--- src/rtl/vga_rect_fill.sv ---
// Rectangle fill generator for the VGA adapter plot bus: clips to the active area, one write per clock.
// Defining VGA_RECT_OUTLINE_EN adds an 'outline' input that plots only the border pixels.
module vga_rect_fill #(
    parameter int unsigned XW   = 8,
    parameter int unsigned YW   = XW - 1,
    parameter int unsigned XRES = 160,
    parameter int unsigned YRES = 120
) (
    input  logic          CLOCK_50,
    input  logic          reset,
    input  logic          start,
    input  logic [XW-1:0] x0,
    input  logic [YW-1:0] y0,
    input  logic [XW-1:0] width,
    input  logic [YW-1:0] height,
    input  logic [2:0]    color,
`ifdef VGA_RECT_OUTLINE_EN
    input  logic          outline,
`endif
    output logic          busy,
    output logic          done,
    output logic [XW-1:0] VGA_X,
    output logic [YW-1:0] VGA_Y,
    output logic [2:0]    VGA_COLOR,
    output logic          plot
);

    localparam int unsigned XE = XW + 1;
    localparam int unsigned YE = YW + 1;
    localparam logic [XE-1:0] XRES_E = XE'(XRES);
    localparam logic [YE-1:0] YRES_E = YE'(YRES);

    typedef enum logic [1:0] {IDLE, FILL, FIN} state_t;

    state_t        state_q, state_d;
    logic [XW-1:0] x0_q, x0_d;
    logic [YW-1:0] y0_q, y0_d;
    logic [2:0]    col_q, col_d;
    logic [XE-1:0] ew_q, ew_d;
    logic [YE-1:0] eh_q, eh_d;
    logic [XW-1:0] cx_q, cx_d;
    logic [YW-1:0] cy_q, cy_d;
    logic          busy_q, busy_d;
    logic          done_q, done_d;
    logic          plot_q, plot_d;
    logic [XW-1:0] vx_q, vx_d;
    logic [YW-1:0] vy_q, vy_d;
    logic [2:0]    vc_q, vc_d;
`ifdef VGA_RECT_OUTLINE_EN
    logic          outline_q, outline_d;
`endif

    logic [XE-1:0] xroom_c, ew_c;
    logic [YE-1:0] yroom_c, eh_c;
    logic          last_col_c, last_row_c, draw_c;

    // Clipped extents, computed one bit wider so origin+size cannot wrap
    always_comb begin
        xroom_c = XRES_E - {1'b0, x0};
        yroom_c = YRES_E - {1'b0, y0};
        if ({1'b0, x0} >= XRES_E)
            ew_c = '0;
        else if ({1'b0, width} < xroom_c)
            ew_c = {1'b0, width};
        else
            ew_c = xroom_c;
        if ({1'b0, y0} >= YRES_E)
            eh_c = '0;
        else if ({1'b0, height} < yroom_c)
            eh_c = {1'b0, height};
        else
            eh_c = yroom_c;
    end

    assign last_col_c = ({1'b0, cx_q} == (ew_q - XE'(1)));
    assign last_row_c = ({1'b0, cy_q} == (eh_q - YE'(1)));

`ifdef VGA_RECT_OUTLINE_EN
    assign draw_c = !outline_q || (cx_q == '0) || (cy_q == '0) || last_col_c || last_row_c;
`else
    assign draw_c = 1'b1;
`endif

    // Next-state and registered-output logic
    always_comb begin
        state_d = state_q;
        x0_d    = x0_q;
        y0_d    = y0_q;
        col_d   = col_q;
        ew_d    = ew_q;
        eh_d    = eh_q;
        cx_d    = cx_q;
        cy_d    = cy_q;
        busy_d  = 1'b0;
        done_d  = 1'b0;
        plot_d  = 1'b0;
        vx_d    = vx_q;
        vy_d    = vy_q;
        vc_d    = vc_q;
`ifdef VGA_RECT_OUTLINE_EN
        outline_d = outline_q;
`endif
        case (state_q)
            IDLE: begin
                // done_q high means FIN just retired; a start in that cycle is dropped
                if (start && !done_q) begin
                    x0_d  = x0;
                    y0_d  = y0;
                    col_d = color;
                    ew_d  = ew_c;
                    eh_d  = eh_c;
                    cx_d  = '0;
                    cy_d  = '0;
`ifdef VGA_RECT_OUTLINE_EN
                    outline_d = outline;
`endif
                    state_d = ((ew_c == '0) || (eh_c == '0)) ? FIN : FILL;
                end
            end
            FILL: begin
                busy_d = 1'b1;
                plot_d = draw_c;
                if (draw_c) begin
                    vx_d = x0_q + cx_q;
                    vy_d = y0_q + cy_q;
                    vc_d = col_q;
                end
                if (last_col_c && last_row_c) begin
                    state_d = FIN;
                end else if (last_col_c) begin
                    cx_d = '0;
                    cy_d = cy_q + 1'b1;
                end else begin
                    cx_d = cx_q + 1'b1;
                end
            end
            FIN: begin
                done_d  = 1'b1;
                state_d = IDLE;
            end
            default: state_d = IDLE;
        endcase
    end

    always_ff @(posedge CLOCK_50) begin
        if (reset) begin
            state_q <= IDLE;
            x0_q    <= '0;
            y0_q    <= '0;
            col_q   <= '0;
            ew_q    <= '0;
            eh_q    <= '0;
            cx_q    <= '0;
            cy_q    <= '0;
            busy_q  <= 1'b0;
            done_q  <= 1'b0;
            plot_q  <= 1'b0;
            vx_q    <= '0;
            vy_q    <= '0;
            vc_q    <= '0;
`ifdef VGA_RECT_OUTLINE_EN
            outline_q <= 1'b0;
`endif
        end else begin
            state_q <= state_d;
            x0_q    <= x0_d;
            y0_q    <= y0_d;
            col_q   <= col_d;
            ew_q    <= ew_d;
            eh_q    <= eh_d;
            cx_q    <= cx_d;
            cy_q    <= cy_d;
            busy_q  <= busy_d;
            done_q  <= done_d;
            plot_q  <= plot_d;
            vx_q    <= vx_d;
            vy_q    <= vy_d;
            vc_q    <= vc_d;
`ifdef VGA_RECT_OUTLINE_EN
            outline_q <= outline_d;
`endif
        end
    end

    assign busy      = busy_q;
    assign done      = done_q;
    assign plot      = plot_q;
    assign VGA_X     = vx_q;
    assign VGA_Y     = vy_q;
    assign VGA_COLOR = vc_q;

endmodule

--- config.mk ---
export PLATFORM = sky130hd
export DESIGN_NAME = vga_rect_fill
export DESIGN_NICKNAME = d
export VERILOG_FILES = /design/src/rtl/vga_rect_fill.sv
export SDC_FILE = /design/constraint.sdc
export NUM_CORES = 1
export LEC_CHECK = 0
export BUFFER_PORTS_ARGS = -buffer_cell sky130_fd_sc_hd__clkbuf_2
export CORE_UTILIZATION = 55
export DETAILED_ROUTE_END_ITERATION = 10
export GPL_ROUTABILITY_DRIVEN = 0
export GPL_TIMING_DRIVEN = 0
export PLACE_DENSITY = 0.83
export REMOVE_ABC_BUFFERS = 1
export SLEW_MARGIN = 20
export SYNTH_ARGS = -nofsm -noshare
export SYNTH_HDL_FRONTEND = slang
export SYNTH_SLANG_ARGS = --single-unit
--- constraint.sdc ---
create_clock -name CLOCK_50 -period 6 [get_ports CLOCK_50]
set_input_delay 0.3 -clock CLOCK_50 [delete_from_list [all_inputs] [get_ports CLOCK_50]]
set_output_delay 0.3 -clock CLOCK_50 [all_outputs]
set_load 0.01 [all_outputs]
==> results of run 1 <==
==> cell usage in the layout (no fill, tap or decap), types with 17 or more instances in the layout <==
cell type | netlist | final
xnor2_1 | 21 | 21
o21ai_0 | 19 | 19
nor3_1 | 18 | 17
inv_1 | 35 | 35
ha_1 | 32 | 32
nand2_1 | 77 | 77
nor2_1 | 40 | 40
clkbuf_2 | 0 | 55
dfxtp_1 | 72 | 72
a21oi_1 | 59 | 59
==> worst max-delay path: cells and delay by family <==
kind	cells	cell delay, ns
muxes	1	0.38
buffers and inverters	2	0.27
adders and majority gates	2	0.56
AOI/OAI and AO/OA	4	1.02
and+or+nand+nor	5	1.34
==> routing by layer <==
metal  track usage, %  vias up  part of all wire [%]
met3            5.583       24                   4.6
met4            10.26        0                   2.5
met5                0        -                     0
li1                 -     2200                     -
met1            30.64     2087                    41
met2            48.37      130                    52
==> worst max-delay path by stage <==
stage               slack [ns]  cells past startpoint   from      end
global placement          1.57                      6  start  cx_q[7]
detailed placement        2.09                     14  x0[0]  ew_q[4]
CTS                       2.47                     14  x0[0]  ew_q[4]
finish                    2.41                     14  x0[0]  ew_q[4]
global route              2.10                     14  x0[0]  ew_q[4]
floorplan                 2.66                     13  x0[0]  ew_q[4]
==> kinds of logic (layout without fill, tap and decap cells) <==
family,count (synthesis),in the layout,synth area share (%)
mux,10,10,2.357
simple gates,224,224,24.34
buf+inv,60,110,5.088
compound gates,156,156,21.93
xor+xnor,32,32,5.999
flops,72,72,30.85
fa+ha+maj,34,34,9.427
==> cells in the mapped netlist (2+ instances only) <==
cell / count / area, um^2
a2111oi_0: 3 / 26.28
a211oi_1: 8 / 60.06
a21boi_0: 2 / 15.01
a21o_1: 7 / 52.55
a21oi_1: 59 / 295.3
a21oi_2: 2 / 17.52
a221oi_1: 2 / 17.52
a22oi_1: 6 / 45.04
a2bb2oi_1: 5 / 43.79
a311oi_1: 3 / 26.28
a31oi_1: 7 / 43.79
and2_1: 5 / 31.28
and3_1: 5 / 31.28
clkbuf_1: 21 / 78.83
dfxtp_1: 72 / 1441
fa_1: 2 / 40.04
ha_1: 32 / 400.4
inv_1: 35 / 131.4
mux2_2: 8 / 90.09
mux2i_1: 2 / 20.02
nand2_1: 77 / 289.0
nand2b_1: 9 / 56.30
nand3_1: 14 / 70.07
nand3b_1: 7 / 52.55
nand4_1: 5 / 31.28
nor2_1: 40 / 150.1
nor2b_1: 10 / 62.56
nor3_1: 18 / 90.09
nor4_1: 4 / 25.02
o2111ai_1: 2 / 17.52
o211ai_1: 3 / 22.52
o21a_1: 5 / 37.54
o21ai_0: 19 / 95.09
o21bai_1: 2 / 15.01
o2bb2ai_1: 2 / 17.52
o31ai_1: 10 / 75.07
or2_2: 2 / 12.51
or3_1: 4 / 25.02
or4_1: 12 / 90.09
xnor2_1: 21 / 183.9
xor2_1: 11 / 96.34
==> layout make-up <==
cell class | instances | area share (%)
well taps | 105 | 2.505
repair buffers | 59 | 5.988
inverters | 35 | 2.505
clock inverters | 7 | 1.932
clock buffers | 9 | 2.362
flip-flops and latches | 72 | 27.48
multi-input cells | 456 | 57.23
==> power by group through the flow <==
stage                     clock (uW)  combinational, uW  sequential, uW
after floorplan                    0                240             549
after global placement             0                327             550
after detailed placement           0                347             552
after CTS                        442                351             541
after global routing             463                394             547
final                            436                352             542
==> per-stage QoR <==
stage               hold slack [ns]  std cells  utilization [%]  total power [uW]  worst slack (ns)
detailed placement           0.4451        727            61.09             899.4             2.090
floorplan                    0.3691        563                -             788.9             2.663
finish                       0.1640        743            63.83              1330             2.413
global route                 0.1554        743            63.83              1405             2.097
global placement             0.4394        724            60.58             876.7             1.565
CTS                          0.1560        743            63.83              1335             2.467
==> state kept, by name (all words and copies together) (netlist names) <==
signal     flops
eh_q           8
plot           1
cy_q           7
VGA_COLOR      3
state_q        2
VGA_Y          7
col_q          3
ew_q           9
done           1
cx_q           8
y0_q           7
VGA_X          8
x0_q           8
==> flow_metrics.py, run 1 <==
metrics = {
    "clock_tree": {
        "postCtsSetupRepairBufs": 0,
        "insertion_delay_ns": 0.36,
        "cts_inserted_buffers": 9,
        "clockRootBuffer": "clkbuf_8",
        "cts-resized-gates": 0,
        "htreeDepth": 3,
        "hold_buffers": 0,
        "cts_sinks": 72,
        "clk_pin_slew_ns": 0.08,
        "cts_tree": "yes",
        "cts_buffer_depth": 2,
    },
    "synthesis": {
        "ys.flop_type": "dfxtp_1",
        "ys_seq_area_share_pct": 30.85,
        "ys_ff_latch": 72,
        "netlist_area_um2": 4672,
        "synth_area_per_cell_um2": 7.946,
        "synthCells": 588,
        "synthArstFlopShare_pct": 0,
        "ys.warnings.count": 0,
        "synth.distinct_cells": 66,
        "synth-edff-count": 0,
    },
    "status": {
        "status": "complete, no violations",
    },
    "setup_path": {
        "rr_worst_depth": 9,
        "crit_required_ns": 6.29,
        "criticalPathCategory": "primary input to flop",
        "r2r-start": "ew_q[0]",
        "worst_setup_path_start_kind": "primary input",
        "critPathMaxStageDelay_ns": 0.67,
        "critPathCaptureType": "flop",
        "rrSetupSlack_ns": 2.97,
        "crit_slowest_cell": "or4b_2",
        "crit_top_cell": "ha_1",
        "cp_max_fo": 8,
        "timing.rr.end": "cx_q[2]",
        "arrival_ns": 3.87,
        "crit_chain": "clkbuf_2 > inv_1 > ha_1 > or4b_2 > a21boi_0 > nor2b_1 > ha_1 > and3_1 > a221oi_1 > o21ai_0 > nand2_1 > mux2_2 > a2bb2oi_1 > nor2_1",
    },
    "layout": {
        "regArea_um2": 1441,
        "num_antenna_cells": 0,
        "multiInputGateArea_um2": 3002,
        "drive_gt1_share_pct": 16.14,
        "nets": 703,
        "nFillCells": 704,
        "syn2layout_area_growth_pct": 12.27,
        "design_area_um2": 5245,
    },
    "pwr": {
        "switching_share_pct": 32.97,
        "ir_drop_v": 0.0001016,
        "p_sw_uw": 438.7,
        "leakagePower_uw": 0.002151,
        "seqPwrFrac_pct": 40.7,
        "p_int_uw": 891.8,
        "p_per_area_nw_per_um2": 253.7,
        "clock_power_share_pct": 32.8,
        "combPwrFrac_pct": 26.5,
    },
    "worst_hold_path": {
        "hold_path_depth": 3,
        "hold_start": "color[2]",
        "min_to": "col_q[2]",
        "min_path_type": "primary input to flop",
    },
    "detailed_routing": {
        "vias": 4441,
        "drtPass1Iterations": 5,
        "drc": 0,
        "drt_iter0_markers": 210,
        "final_antenna_net_count": 0,
        "drt_wl_total_um": 11090,
        "via_per_inst": 5.977,
        "post_drt_wl_per_cell_um": 14.92,
    },
    "global_routing": {
        "grt_use_total_pct": 26.82,
        "antenna_found_initial": 0,
        "grt_pass1_wl_um": 18880,
        "grt_pass1_vias": 4258,
        "grt-ovfl-total": 0,
        "grt_max_degree": 62,
    },
    "placed_design": {
        "port_buffers": 56,
        "place_area_um2": 5020,
        "hpwlAfterDp_um": 8125,
    },
    "timing": {
        "setup_viol": 0,
        "min_period_ns": 3.587,
        "finalCritPeriodShare_pct": 59.78,
        "grt_setup_unrepaired": "no",
        "tns_ns": 0,
        "fmax_ghz": 0.2788,
        "tightest_slew_ns": 1.071,
        "final_hold_viol_count": 0,
        "drv_slew": 0,
        "fin_skew_ns": 0.008691,
        "relSlewSlack_pct": 28.08,
    },
    "floorplanning": {
        "die-area_um2": 8867,
        "initial_core_util_pct": 56.86,
        "pin_count": 57,
        "row_count": 33,
        "die_h_um": 94.17,
        "coreArea_um2": 8217,
        "die_w_um": 94.17,
    },
    "flow_run": {
        "drv_cap": 0,
    },
}
Note: power is estimated with default switching activity, not from simulation.
==> run 2, diff against run 1 <==
Settings changed: CORE_UTILIZATION 55 to 53, PLACE_DENSITY 0.83 to 0.84.
Clock period 6 ns to 3.25 ns, I/O delays scaled along.
==> run 2 against run 1 <==
- design area up 0.52%
- worst setup slack got worse by 2.2 ns
- via count is 0.59% higher
- critical endpoint is now state_q[1]
- die area rose by 3.7%
- flip-flop and latch count is the same
- clock-buffer cell count unchanged
- largest power group unchanged
- utilization down 0.93 points
- routed wire length up 1.2%
- first-iteration DRC count up 16%
- sequential share of layout area down 0.14 points
- combinational power increased by 87%
==> flow_metrics.py, run 2 (same netlist as run 1, synthesis figures left out) <==
metrics = {
    "worst_hold_path": {
        "min_path_type": "primary input to flop",
    },
    "pwr": {
        "leakagePower_uw": 0.002163,
        "p_per_area_nw_per_um2": 469.6,
        "clock_power_share_pct": 33.0,
        "switching_share_pct": 33.28,
        "p_sw_uw": 823.9,
        "ir_drop_v": 0.0002126,
        "seqPwrFrac_pct": 40.4,
        "combPwrFrac_pct": 26.6,
        "p_int_uw": 1652,
    },
    "layout": {
        "regArea_um2": 1441,
        "num_antenna_cells": 0,
        "nFillCells": 748,
        "nets": 704,
        "multiInputGateArea_um2": 3022,
        "layout_common_cells": "nand2_1 (76), dfxtp_1 (72), a21oi_1 (59)",
        "drive_gt1_share_pct": 16.90,
        "largest_reg_flops": 9,
        "top_register": "ew_q",
        "syn2layout_area_growth_pct": 12.85,
        "final_common_cell": "nand2_1",
    },
    "floorplanning": {
        "die_w_um": 95.89,
        "pin_count": 57,
        "die_h_um": 95.89,
        "coreArea_um2": 8382,
        "initial_core_util_pct": 55.74,
        "row_count": 33,
        "die-area_um2": 9195,
    },
    "placed_design": {
        "hpwlAfterDp_um": 8128,
        "dp_slack_ns": -0.5105,
        "port_buffers": 56,
    },
    "timing": {
        "grt_setup_unrepaired": "no",
        "fmax_ghz": 0.3258,
        "fin_skew_ns": 0.007880,
        "final_hold_viol_count": 0,
        "setup_viol": 0,
        "fin_ws_ns": 0.1805,
        "finalCritPeriodShare_pct": 94.45,
        "drv_slew": 0,
        "relSlewSlack_pct": 26.12,
        "tightest_slew_ns": 1.108,
        "min_period_ns": 3.070,
        "tns_ns": 0,
        "hold_ws_ns": 0.01123,
    },
    "setup_path": {
        "worst_setup_path_start_kind": "primary input",
        "cp_max_fo": 6,
        "critPathLaunch": "x0[0]",
        "crit_required_ns": 3.50,
        "rr_worst_depth": 9,
        "arrival_ns": 3.32,
        "timing.rr.end": "cx_q[2]",
        "criticalPathCategory": "primary input to flop",
        "r2r-start": "ew_q[0]",
        "crit_end": "state_q[1]",
        "critPathCaptureType": "flop",
        "rrSetupSlack_ns": 0.21,
    },
    "clock_tree": {
        "htreeDepth": 3,
        "cts_inserted_buffers": 9,
        "hold_buffers": 0,
        "cts_tree": "yes",
        "clockRootBuffer": "clkbuf_8",
        "clk_pin_slew_ns": 0.08,
        "insertion_delay_ns": 0.36,
        "cts_sinks": 72,
        "cts_buffer_depth": 2,
    },
    "detailed_routing": {
        "vias": 4467,
        "drt_iter0_markers": 244,
        "drtPass1Iterations": 5,
        "via_per_inst": 6.004,
        "final_antenna_net_count": 0,
        "drt_wl_total_um": 11220,
        "drc": 0,
        "post_drt_wl_per_cell_um": 15.08,
    },
    "global_routing": {
        "grt_use_total_pct": 25.32,
        "antenna_found_initial": 0,
        "grt_max_degree": 62,
        "grt-ovfl-total": 0,
        "grt_pass1_wl_um": 18290,
        "grt_pass1_vias": 4211,
    },
    "status": {
        "status": "complete, no violations",
    },
    "flow_run": {
        "drv_cap": 0,
    },
}
-- run 2: cell types whose count changed in the layout (fill, tap and decap cells not counted), sizes merged --
cell	delta
buf	+1
-- run 2: how the worst min path moves through the flow --
stage          startpoint           end  slack [ns]  depth (start not counted)
6_report         color[0]      col_q[0]        0.01                          3
5_1_grt          color[2]      col_q[2]        0.02                          3
4_1_cts          color[0]      col_q[0]        0.01                          3
3_5_place_dp     color[2]      col_q[2]        0.39                          3
3_3_place_gp     color[2]      col_q[2]        0.39                          3
2_1_floorplan       reset  VGA_COLOR[0]        0.23                          1
-- run 2: final cells by class --
class	count	share of cell area (%)
clock buffers	9	2.349
well taps	105	2.492
inverters	35	2.492
clock inverters	7	1.922
repair buffers	60	6.099
flip-flops and latches	72	27.34
multi-input cells	456	57.31
-- run 2: repair_timing --
item	CTS	global route
pin swaps	0	2
endpoints found under the hold margin	0	0
setup endpoints to repair	7	9
buffers inserted	0	1
resized for setup	3	3
-- run 2: power groups by stage --
stage / clock [uW] / combinational [uW] / sequential [uW]
2_1_floorplan: 0 / 443 / 1010
3_3_place_gp: 0 / 602 / 1020
3_5_place_dp: 0 / 642 / 1020
4_1_cts: 820 / 650 / 999
5_1_grt: 866 / 733 / 1010
6_report: 817 / 659 / 999
-- run 2: layer usage --
metal | up-vias | GRT usage (%) | wire, um
li1 | 2212 | - | -
met1 | 2104 | 28.12 | 4658
met2 | 130 | 47.74 | 5873
met3 | 21 | 4.502 | 471
met4 | 0 | 9.328 | 218
met5 | - | 0 | 0
-- run 2: through the flow --
stage / cells / cell area [um^2] / util, % / total power, uW
6_report: 744 / 5273 / 62.90 / 2476
5_1_grt: 744 / 5273 / 62.90 / 2609
3_3_place_gp: 724 / 4977 / 59.38 / 1617
3_5_place_dp: 727 / 5020 / 59.89 / 1662
4_1_cts: 743 / 5254 / 62.68 / 2469
2_1_floorplan: 563 / 4566 / - / 1456
-- run 2: critical path, stage by stage --
cell       delay (ns)
clkbuf_2         0.14
inv_1            0.14
ha_2             0.24
or4b_4           0.50
nand3b_1         0.14
nor2b_1          0.17
ha_1             0.26
and3_1           0.19
a221oi_1         0.33
o21a_1           0.23
o21ai_0          0.16
o22ai_2          0.26
o2111a_1         0.27
o2bb2ai_1        0.11
==> run 3, diff against run 2 <==
Settings changed: CORE_UTILIZATION 53 to 30, PLACE_DENSITY 0.84 to 0.55, SKIP_LAST_GASP set to 1.
==> run 3 against run 2 <==
- maximum frequency grew 0.77%
- utilization fell by 27 points
- design area up 2.9%
- critical path type unchanged
- power grew 2.5%
- worst hold slack improved by 0.036 ns
- clock skew decreased by 0.0034 ns
- clock power increased by 6.1%
- global-route usage shrank 9.8 points
- first-iteration DRC count increased by 10%
- register-to-register slack is essentially flat
- worst setup slack improved by 0.023 ns
- critical endpoint unchanged
==> flow_metrics.py, run 3 (same netlist as run 1, synthesis figures left out) <==
metrics = {
    "layout": {
        "largest_reg_flops": 9,
        "num_antenna_cells": 0,
        "final_common_cell": "nand2_1",
        "top_register": "ew_q",
        "layout.cells.non_filler": 827,
        "design_area_um2": 5426,
        "drive_gt1_share_pct": 17.06,
        "layout_common_cells": "nand2_1 (76), dfxtp_1 (72), a21oi_1 (59)",
        "nets": 705,
        "syn2layout_area_growth_pct": 16.15,
    },
    "pwr": {
        "ir_drop_v": 0.0002700,
        "p_total_uw": 2537,
        "leakagePower_uw": 0.002189,
        "p_per_area_nw_per_um2": 467.5,
    },
    "worst_hold_path": {
        "hold_start": "color[1]",
        "hold_path_depth": 3,
        "min_path_type": "primary input to flop",
        "min_to": "col_q[1]",
    },
    "clock_tree": {
        "clockRootBuffer": "clkbuf_16",
        "cts_tree": "yes",
        "cts_buffer_depth": 2,
        "clk_pin_slew_ns": 0.05,
        "insertion_delay_ns": 0.34,
        "htreeDepth": 3,
        "cts_sinks": 72,
        "cts_inserted_buffers": 9,
    },
    "setup_path": {
        "worst_setup_path_start_kind": "primary input",
        "rrSetupSlack_ns": 0.22,
        "critPathMaxStageDelay_ns": 0.50,
        "cp_max_fo": 6,
        "path_buf_inv": 2,
        "crit_slowest_cell": "or4b_4",
        "critPathCaptureType": "flop",
        "r2r-start": "ew_q[0]",
        "criticalPathCategory": "primary input to flop",
        "crit_chain": "clkbuf_2 > inv_1 > ha_2 > or4b_4 > nand3b_1 > nor2b_1 > ha_1 > a21o_1 > a221oi_2 > o21a_1 > o21ai_0 > o22ai_2 > o2111a_1 > o2bb2ai_1",
        "timing.rr.end": "cx_q[2]",
        "rr_worst_depth": 9,
        "arrival_ns": 3.26,
        "crit_family": "compound AO/OA/AOI/OAI gates",
        "crit_required_ns": 3.47,
    },
    "detailed_routing": {
        "drt_wl_total_um": 11940,
        "post_drt_wl_per_cell_um": 14.44,
        "drtPass1Iterations": 5,
        "drt_iter0_markers": 269,
        "via_per_inst": 5.312,
        "final_antenna_net_count": 0,
        "vias": 4393,
        "drc": 0,
    },
    "placed_design": {
        "dp.cells": 811,
        "port_buffers": 56,
        "place_area_um2": 5130,
        "hpwlAfterDp_um": 8840,
    },
    "global_routing": {
        "grt-ovfl-total": 0,
        "grt_pass1_wl_um": 20160,
        "grt_use_total_pct": 15.56,
        "antenna_found_initial": 0,
        "grt_max_degree": 62,
        "grt_pass1_vias": 4323,
    },
    "floorplanning": {
        "die_h_um": 126.8,
        "die-area_um2": 16080,
        "coreArea_um2": 15200,
        "initial_core_util_pct": 30.73,
        "die_w_um": 126.8,
        "row_count": 45,
        "pin_count": 57,
    },
    "timing": {
        "setup_viol": 0,
        "fmax_ghz": 0.3283,
        "grt_setup_unrepaired": "no",
        "hold_ws_ns": 0.04722,
        "final_hold_viol_count": 0,
        "drv_slew": 0,
        "relSlewSlack_pct": 40.40,
        "fin_skew_ns": 0.004488,
        "min_period_ns": 3.046,
        "tightest_slew_ns": 0.8940,
        "finalCritPeriodShare_pct": 93.73,
    },
    "status": {
        "status": "complete, no violations",
    },
    "flow_run": {
        "drv_cap": 0,
    },
}
run 3: cell type report:
type                    count  area, um^2
flip-flops and latches     72        1441
fillers                  1611        9776
well taps                 188       235.2
multi-input cells         456        3035
repair buffers             61       327.8
inverters                  35       131.4
clock inverters             4       22.52
clock buffers              11       232.7
run 3: stage by stage:
stage | setup TNS, ns | utilization, % | setup WS [ns]
global placement | -32.66 | 33.42 | -1.288
global route | 0 | 35.70 | 0.03040
CTS | 0 | 35.48 | 0.00001332
finish | 0 | 35.70 | 0.2039
floorplan | 0 | - | 0.05043
detailed placement | -4.163 | 33.74 | -0.4757
run 3: layer usage:
metal,vias up,routed length (um),track usage (%)
li1,2206,-,-
met1,2084,5452,18.37
met2,88,5839,28.01
met3,15,434,3.205
met4,0,212,5.182
met5,-,0,0
run 3: where the power goes:
group,internal (uW),switching [uW]
registers,946,58.0
logic,272,394
clock network,508,359
run 3: worst max path at each step:
stage | start | cells after the start | end
floorplan | x0[0] | 13 | ew_q[4]
global placement | done | 5 | cx_q[7]
detailed placement | x0[0] | 14 | ew_q[4]
CTS | x0[0] | 14 | state_q[1]
global route | ew_q[0] | 9 | cx_q[2]
finish | x0[0] | 14 | state_q[1]
run 3: repair_timing:
item	in CTS	in global routing
pin swaps	0	3
gates resized for setup	3	6
setup endpoints to repair	6	10
hold buffers	0	0
setup buffers	0	1
run 3: tightest hold or removal path, delay by kind of cell:
kind / cells / cell delay (ns)
AOI/OAI and AO/OA: 1 / 0.05
buffers and inverters: 1 / 0.08
and+or+nand+nor: 1 / 0.05
